### src/rtl/foo_unaccum_if.sv
// Ready/valid stream carrying a 64-bit word plus a 129-bit wide word.
// Used both for the accumulator-side input and the recovered output.
interface foo_unaccum_if;
  logic         valid;
  logic         ready;
  logic [63:0]  data;
  logic [128:0] wide;

  modport master (output valid, output data, output wide, input ready);
  modport slave  (input valid, input data, input wide, output ready);
endinterface

### src/rtl/foo_unaccum.sv
// Inverse of the foo accumulator: recovers a = x[n] - x[n-1] - 1 and ~long,
// queued in a small first-word-fall-through FIFO behind a ready/valid output.
module foo_unaccum #(
  parameter int DEPTH = 4
) (
  input  logic                    clk,
  input  logic                    rst,
  input  logic                    resync_i,
  foo_unaccum_if.slave            in_if,
  foo_unaccum_if.master           out_if,
  output logic [$clog2(DEPTH):0]  outCount_o,
  output logic                    primed_o
);

  localparam int AW = $clog2(DEPTH);
  localparam int CW = AW + 1;
  localparam logic [CW-1:0] FULL_COUNT = CW'(DEPTH);

  typedef enum logic {PRIME, RUN} state_e;

  state_e        stateQ;
  logic [63:0]   prevXQ;
  logic [63:0]   aMemQ    [DEPTH];
  logic [128:0]  longMemQ [DEPTH];
  logic [AW-1:0] wrPtrQ, wrPtrD;
  logic [AW-1:0] rdPtrQ, rdPtrD;
  logic [CW-1:0] countQ, countD;

  logic          accept;
  logic          pop;
  logic          push;
  logic          priming;
  logic [63:0]   aNew;

  // in_ready depends only on state and occupancy, never on out_ready
  assign in_if.ready = (stateQ == PRIME) || (countQ != FULL_COUNT);
  assign accept      = in_if.valid && in_if.ready;
  assign pop         = out_if.valid && out_if.ready;
  assign priming     = (stateQ == PRIME) || resync_i;
  assign push        = accept && !priming;
  assign aNew        = in_if.data - prevXQ - 64'd1;

  always_comb begin
    wrPtrD = wrPtrQ;
    rdPtrD = rdPtrQ;
    countD = countQ;
    if (push) wrPtrD = wrPtrQ + AW'(1);
    if (pop)  rdPtrD = rdPtrQ + AW'(1);
    case ({push, pop})
      2'b10:   countD = countQ + CW'(1);
      2'b01:   countD = countQ - CW'(1);
      default: countD = countQ;
    endcase
  end

  // A resync that coincides with an accept treats that sample as the primer
  always_ff @(posedge clk) begin
    if (rst) begin
      stateQ <= PRIME;
      prevXQ <= '0;
    end else if (accept && priming) begin
      stateQ <= RUN;
      prevXQ <= in_if.data;
    end else if (resync_i) begin
      stateQ <= PRIME;
    end else if (accept) begin
      prevXQ <= in_if.data;
    end
  end

  always_ff @(posedge clk) begin
    if (rst) begin
      wrPtrQ <= '0;
      rdPtrQ <= '0;
      countQ <= '0;
      for (int i = 0; i < DEPTH; i++) begin
        aMemQ[i]    <= '0;
        longMemQ[i] <= '0;
      end
    end else begin
      if (push) begin
        aMemQ[wrPtrQ]    <= aNew;
        longMemQ[wrPtrQ] <= ~in_if.wide;
      end
      wrPtrQ <= wrPtrD;
      rdPtrQ <= rdPtrD;
      countQ <= countD;
    end
  end

  assign out_if.valid = (countQ != '0);
  assign out_if.data  = aMemQ[rdPtrQ];
  assign out_if.wide  = longMemQ[rdPtrQ];
  assign outCount_o   = countQ;
  assign primed_o     = (stateQ == RUN);

endmodule

### src/flat_wrapper.sv
// flat-port wrapper written by rule: the top's interface ports become plain ports
module foo_unaccum_flat 
#(
  parameter int DEPTH = 4
)
  (clk, rst, resync_i, outCount_o, primed_o, in_if_valid, in_if_data, in_if_wide, in_if_ready, out_if_valid, out_if_data, out_if_wide, out_if_ready);
  foo_unaccum_if in_if_i ();
  foo_unaccum_if out_if_i ();
  input  logic clk;
  input  logic rst;
  input  logic resync_i;
  output logic [$clog2(DEPTH):0] outCount_o;
  output logic primed_o;
  input wire logic [$bits(in_if_i.valid)-1:0] in_if_valid;
  input wire logic [$bits(in_if_i.data)-1:0] in_if_data;
  input wire logic [$bits(in_if_i.wide)-1:0] in_if_wide;
  output wire logic [$bits(in_if_i.ready)-1:0] in_if_ready;
  output wire logic [$bits(out_if_i.valid)-1:0] out_if_valid;
  output wire logic [$bits(out_if_i.data)-1:0] out_if_data;
  output wire logic [$bits(out_if_i.wide)-1:0] out_if_wide;
  input wire logic [$bits(out_if_i.ready)-1:0] out_if_ready;
  assign in_if_i.valid = in_if_valid;
  assign in_if_i.data = in_if_data;
  assign in_if_i.wide = in_if_wide;
  assign in_if_ready = in_if_i.ready;
  assign out_if_valid = out_if_i.valid;
  assign out_if_data = out_if_i.data;
  assign out_if_wide = out_if_i.wide;
  assign out_if_i.ready = out_if_ready;
  foo_unaccum #(.DEPTH(DEPTH)) u_core (.clk(clk), .rst(rst), .resync_i(resync_i), .in_if(in_if_i), .out_if(out_if_i), .outCount_o(outCount_o), .primed_o(primed_o));
endmodule
### config.mk
export PLATFORM = sky130hd
export DESIGN_NAME = foo_unaccum_flat
export DESIGN_NICKNAME = d
export VERILOG_FILES = /design/src/rtl/foo_unaccum_if.sv /design/src/rtl/foo_unaccum.sv /design/src/flat_wrapper.sv
export SDC_FILE = /design/constraint.sdc
export NUM_CORES = 1
export LEC_CHECK = 0
export ABC_AREA = 1
export CAP_MARGIN = 20
export CORE_MARGIN = 10
export CORE_UTILIZATION = 58
export DETAILED_ROUTE_END_ITERATION = 6
export PLACE_DENSITY = 0.81
export SETUP_SLACK_MARGIN = 0.02
export SLEW_MARGIN = 20
export SYNTH_ARGS = -nofsm -noshare
export SYNTH_HDL_FRONTEND = slang
export SYNTH_SLANG_ARGS = --single-unit
### constraint.sdc
create_clock -name clk -period 8 [get_ports clk]
set_clock_uncertainty 0.2 [all_clocks]
set_input_delay 0.8 -clock clk [delete_from_list [all_inputs] [get_ports clk]]
set_output_delay 0.8 -clock clk [all_outputs]
set_load 0.01 [all_outputs]
==> flow_summary.json, run 1 <==
{
  "tightest_slew_ns": 1.06,
  "final_util_pct": 68.8,
  "hold_ws_ns": 0.255,
  "yosysUniqueCellTypes": 33,
  "maxCapViolCount": 0,
  "power.switching_w": 0.00302,
  "io_pins": 397,
  "min_period_ns": 5.20,
  "rows": 97,
  "failed_checks": "DRC",
  "dp_slack_ns": 2.53,
  "via_per_inst": 5.58,
  "syn_inst": 4538,
  "multi_input_area_mm2": 0.0130,
  "antenna_found_initial": 4,
  "min_path_cells": 2,
  "final_hold_viol_count": 0,
  "clkLatencyLatePin_ns": 0.64,
  "hp-class": "flip-flop to flip-flop",
  "worstSetupStartpointType": "flip-flop",
  "rsz0062_at_grt": "false",
  "cts.clk_slew.worst_paths_ns": 0.06,
  "route.vias.total": 32500,
  "swShare_pct": 27.5,
  "p_int_w": 0.00794,
  "power_frac_seq_pct": 46.1,
  "yosysWarningCount": 0,
  "slew_headroom_pct": 29.3,
  "vdd_drop_max_mv": 0.191,
  "crit_arrival_ns": 4.20,
  "cts.path.max_buffers": 3,
  "synth-seq-area-share_pct": 60.3,
  "syn-cell-area_mm2": 0.0409,
  "hpwl_um": 71500,
  "setup_viol": 0,
  "holdBufCountCts": 0,
  "grt_pass1_vias": 31600,
  "die_w_um": 286,
  "port_buffers": 396,
  "hold_path.startpoint": "u_core.prevXQ[6]$_SDFFE_PP0P_",
  "totalNegativeSetupSlack_ns": 0,
  "fmax_ghz": 0.192,
  "cellLeakagePower_nw": 19.3,
  "core_area_mm2": 0.0700,
  "num-fill-cells": 5248,
  "start_util_pct": 58.4,
  "reg2reg_to": "u_core.longMemQ[0][51]$_SDFFCE_PN0P_",
  "r2r-start": "u_core.outCount_o[1]$_SDFFE_PP0P_",
  "drive_gt1_share_pct": 4.22,
  "cts_tree": "yes",
  "die_y_um": 286,
  "gp_congestion": 0.945,
  "r2r_cells": 11,
  "cts_max_level": 3,
  "syn_nets": 4802,
  "critPathMaxFanout": 81,
  "worst_setup_path_end_kind": "output port",
  "grtUsageTotal_pct": 27.0,
  "grt_pass1_wl_um": 174000,
  "grt-ovfl-total": 0,
  "cts_resized": 0,
  "dieArea_mm2": 0.0816,
  "crit_type": "flip-flop to output port",
  "hold_end": "u_core.prevXQ[6]$_SDFFE_PP0P_",
  "cts.sinks": 846,
  "period_share_pct": 64.9,
  "root_buffer": "clkbuf_16",
  "grt_max_degree": 201,
  "antenna_left": 0,
  "syn_to_final_growth_pct": 17.7,
  "powerDensity_mw_per_mm2": 227,
  "reg2reg_setup_slack_ns": 3.28,
  "synth_seq_cells": 846,
  "drt-initial-drc-count": 3463,
  "status": "finished, violations left",
  "drc": 1,
  "route.detailed.wl_per_inst_um": 19.5,
  "regArea_mm2": 0.0247,
  "final_max_slew_viol_count": 0,
  "cp.required_ns": 7.00,
  "fin_ws_ns": 2.80,
  "totalWireLength_um": 114000,
  "avgSynthCellArea_um2": 9.01,
  "dr.pass1.iters": 7,
  "postCtsSetupBuffers": 0,
  "nets": 5078,
  "pwr-share-clk_pct": 35.4,
  "p_comb_share_pct": 18.4,
  "cts_buffers": 86
}
[layout by cell type, fill, tap and decap left out, types with 16 or more instances in the layout]
cell             instances
a21oi_1                114
clkbuf_16               87
nor2_2                  22
nor3_1                  16
o22ai_1                193
nand3_1                 89
nor2_1                1218
edfxtp_1               772
clkinv_1                23
ha_1                    64
inv_1                  578
clkdlybuf4s50_1        396
dfxtp_1                 72
nand2_1                626
o21ai_0                458
[critical path, stage by stage, from the launching register on]
cell             delay, ns
dfxtp_4               0.64
buf_4                 0.79
buf_4                 0.82
o21ai_0               0.22
o22ai_1               0.38
clkdlybuf4s50_1       0.63
[sequential cells by signal (all words and copies together), names as in the netlist, named ones only]
register and cells:
u_core.aMemQ 256, u_core.longMemQ 516, u_core.rdPtrQ 2, u_core.outCount_o 3, u_core.wrPtrQ 2, u_core.prevXQ 64
u_core.primed_o 1
[power groups by stage]
stage / Combinational [W] / Clock [W] / Sequential [W]
final: 0.00202 / 0.00388 / 0.00505
after global routing: 0.00219 / 0.00410 / 0.00507
after CTS: 0.00201 / 0.00392 / 0.00505
after detailed placement: 0.00200 / 0 / 0.00515
after global placement: 0.00198 / 0 / 0.00514
after floorplan: 0.00107 / 0 / 0.00517
[synthesized netlist by cell type (all sizes together)]
cell | number | share of area, %
a21oi | 114 | 1.4
a31oi | 1 | 0.015
and2 | 10 | 0.15
buf | 50 | 0.91
clkbuf | 182 | 1.7
clkinv | 1 | 0.0092
dfxtp | 74 | 3.6
edfxtp | 772 | 57
fa | 2 | 0.098
ha | 64 | 2.0
inv | 595 | 5.5
nand2 | 633 | 5.8
nand2b | 1 | 0.015
nand3 | 90 | 1.1
nand3b | 15 | 0.28
nand4 | 8 | 0.12
nor2 | 1241 | 12
nor3 | 23 | 0.37
nor4 | 2 | 0.031
o211ai | 1 | 0.018
o21ai | 458 | 5.6
o21bai | 3 | 0.055
o22ai | 193 | 3.0
xnor2 | 5 | 0.11
[per-stage QoR]
stage | total power [W] | instance area, um^2 | cells
finish | 0.0110 | 48200 | 5828
global placement | 0.00711 | 45400 | 5664
floorplan | 0.00623 | 40900 | 4538
detailed placement | 0.00715 | 45400 | 5664
CTS | 0.0110 | 48100 | 5824
global route | 0.0114 | 48200 | 5828
[worst max path at each step]
stage / from / end / slack (ns) / cells after the start
after floorplan: resync_i / u_core.aMemQ[0][0]$_SDFFCE_PN0P_ / 1.30 / 11
after global placement: in_if_valid / u_core.longMemQ[0][43]$_SDFFCE_PN0P_ / 2.60 / 10
final: flip-flop / out_if_wide[80] / 2.80 / 5
after global routing: flip-flop / out_if_wide[3] / 2.60 / 5
after CTS: flip-flop / out_if_wide[80] / 2.82 / 5
after detailed placement: in_if_valid / u_core.longMemQ[0][42]$_SDFFCE_PN0P_ / 2.53 / 10
[layer usage]
layer	up-vias	track usage (%)	share of wire (%)	wire length, um
met4	4	11.7	4.2	4760
met3	254	4.23	7.8	8880
met5	-	0	0.024	27
li1	15500	-	-	-
met2	1448	46.6	50	56600
met1	15300	33.4	38	43500
[logic make-up after synthesis]
family | Yosys count | synth area share [%]
AOI/OAI and AO/OA | 770 | 10.0
xor gates and xnor gates | 5 | 0.107
adders and majority gates | 66 | 2.06
buffers and inverters | 828 | 8.05
DFF | 846 | 60.3
and+or+nand+nor | 2023 | 19.5
[final cells by class]
cell class / count / share of cell area [%]
antenna: 2 / 0.0104
sequential: 846 / 51.2
inverter: 596 / 4.70
tap: 940 / 2.44
timing repair buffer: 420 / 8.91
clock buffer: 105 / 4.76
multi-input combinational: 2864 / 27.0
clock inverter: 55 / 0.940
Note: power is estimated with default switching activity, not from simulation.
==> run 2: changes to the inputs <==
--- a/config.mk
+++ b/config.mk
@@ -8,9 +8,9 @@
 export ABC_AREA = 1
 export CAP_MARGIN = 20
 export CORE_MARGIN = 10
-export CORE_UTILIZATION = 58
+export CORE_UTILIZATION = 52
 export DETAILED_ROUTE_END_ITERATION = 6
-export PLACE_DENSITY = 0.81
+export PLACE_DENSITY = 0.77
 export SETUP_SLACK_MARGIN = 0.02
 export SLEW_MARGIN = 20
 export SYNTH_ARGS = -nofsm -noshare
==> constraint.sdc (replaced) <==
create_clock -name clk -period 4.41 [get_ports clk]
set_clock_uncertainty 0.2 [all_clocks]
set_input_delay 0.441 -clock clk [delete_from_list [all_inputs] [get_ports clk]]
set_output_delay 0.441 -clock clk [all_outputs]
set_load 0.01 [all_outputs]
==> run 2 against run 1 <==
- the run now ends clean
- clock power rose by 85%
- global-route usage fell by 1.6 points
- via count rose by 0.54%
- routed wire length rose by 4.4%
- combinational power rose by 86%
- cell count rose by 2.1%
- core utilization fell by 6.1 points
- highest routed layer is now met4
==> flow_summary.json, run 2 (synthesized netlist as in run 1, its figures left out) <==
{
  "start_util_pct": 52.6,
  "final_max_slew_viol_count": 0,
  "finalPower_w": 0.0201,
  "cts.clk_slew.worst_paths_ns": 0.06,
  "die_w_um": 300,
  "maxCapViolCount": 0,
  "cp_top_family": "buffers and inverters",
  "totalWireLength_um": 119000,
  "clkLatencyLatePin_ns": 0.66,
  "cts_resized": 0,
  "crit_slowest_cell": "dfxtp_4",
  "port_buffers": 396,
  "setup_viol": 0,
  "largest_reg_flops": 516,
  "cts_buffers": 87,
  "cts.sinks": 846,
  "fmax_ghz": 0.257,
  "top_register": "u_core.longMemQ",
  "status": "complete, no violations",
  "grt_max_degree": 171,
  "num-fill-cells": 6234,
  "cts_tree": "yes",
  "cp.required_ns": 3.77,
  "rows": 102,
  "antenna_left": 0,
  "final_common_cell": "nor2_1",
  "powerDensity_mw_per_mm2": 413,
  "dr.pass1.iters": 6,
  "dp_cells": 5788,
  "antenna_found_initial": 0,
  "drc": 0,
  "mostFrequentLayoutCells": "1217 x nor2_1, 772 x edfxtp_1, 626 x nand2_1, 578 x inv_1, 458 x o21ai_0",
  "drive_gt1_share_pct": 4.58,
  "gp_congestion": 0.947,
  "die_y_um": 300,
  "worstSetupStartpointType": "flip-flop",
  "slew_headroom_pct": 28.3,
  "cts_max_level": 3,
  "route.vias.total": 32700,
  "hpwl_um": 75600,
  "via_per_inst": 5.50,
  "path_buf_inv": 2,
  "cellLeakagePower_nw": 19.5,
  "nets": 5101,
  "syn_to_final_growth_pct": 19.0,
  "multi_input_area_mm2": 0.0131,
  "crit_arrival_ns": 3.25,
  "final_hold_viol_count": 0,
  "cts.path.max_buffers": 3,
  "critPathMaxFanout": 116,
  "core_area_mm2": 0.0777,
  "grt-ovfl-total": 0,
  "dieArea_mm2": 0.0903,
  "hp-class": "primary input to flip-flop",
  "root_buffer": "clkbuf_16",
  "route.detailed.wl_per_inst_um": 20.0,
  "grt_pass1_vias": 32100,
  "io_pins": 397,
  "tightest_slew_ns": 1.08,
  "crit_path_max_incr_delay_ns": 0.70,
  "worstPathCellList": "buf_12 > o21ai_0 > o22ai_1 > clkdlybuf4s50_1",
  "min_period_ns": 3.89,
  "regArea_mm2": 0.0247,
  "stdcell_count": 5949,
  "drt-initial-drc-count": 2953,
  "grt_pass1_wl_um": 180000,
  "worst_setup_path_end_kind": "output port",
  "grtUsageTotal_pct": 25.4,
  "postCtsSetupBuffers": 0,
  "vdd_drop_max_mv": 0.327,
  "rsz0062_at_grt": "false",
  "crit_type": "flip-flop to output port",
  "holdBufCountCts": 0,
  "reg.largest.list": "u_core.longMemQ (516), u_core.aMemQ (256), u_core.prevXQ (64)",
  "period_share_pct": 88.3,
  "totalNegativeSetupSlack_ns": 0
}
-- run 2: per-layer routing --
metal	track usage [%]	up-vias	wire (um)
met5	0	-	0
met4	11.2	0	4990
met3	3.98	238	9470
met2	43.9	1406	59000
met1	31.1	15600	45300
li1	-	15500	-
-- run 2: final timing paths --
check,slack (ns),endpoint,depth (start not counted),startpoint
setup / recovery,0.52,out_if_wide[12],4,flip-flop
hold / removal,0.20,u_core.longMemQ[0][49]$_SDFFCE_PN0P_,2,in_if_wide[49]
setup reg to reg,1.24,u_core.aMemQ[0][43]$_SDFFCE_PN0P_,11,u_core.primed_o$_SDFFE_PP0P_
hold reg to reg,0.25,u_core.prevXQ[9]$_SDFFE_PP0P_,2,u_core.prevXQ[9]$_SDFFE_PP0P_
-- run 2: per-stage QoR --
| step | instance area [um^2] | hold slack (ns) | util [%] | setup WS [ns] |
|---|---|---|---|---|
| 2_1_floorplan | 41000 | 0.233 | - | 0.0304 |
| 3_3_place_gp | 45900 | 0.243 | 59.1 | 0.909 |
| 3_5_place_dp | 45900 | 0.251 | 59.1 | 0.881 |
| 4_1_cts | 48700 | 0.170 | 62.6 | 0.480 |
| 5_1_grt | 48700 | 0.202 | 62.6 | 0.437 |
| 6_report | 48700 | 0.204 | 62.6 | 0.516 |
-- run 2: area by class of cell --
cell class	count	share of cell area (%)
repair buffers	442	9.44
flip-flops and latches	846	50.7
inverters	596	4.64
diodes	1	0.00514
multi-input cells	2864	26.8
clock buffers	110	4.69
well taps	1040	2.67
clock inverters	50	1.01
-- run 2: report_power, final --
group / switching (W) / internal, W / total [W]
Clock: 0.00315 / 0.00400 / 0.00716
Combinational: 0.00232 / 0.00143 / 0.00376
Sequential: 0.000104 / 0.00907 / 0.00918
Total: 0.00558 / 0.0145 / 0.0201
-- run 2: worst register-to-register path, cell delays in order, from the launching register on --
cell and delay [ns]:
dfxtp_1 0.40, inv_1 0.06, nor2_1 0.08, inv_1 0.08
nor2_4 0.15, inv_2 0.09, nor2_8 0.12, inv_6 0.05
nor2_2 0.23, nand2_8 0.29, nand2_8 0.49, buf_12 0.48
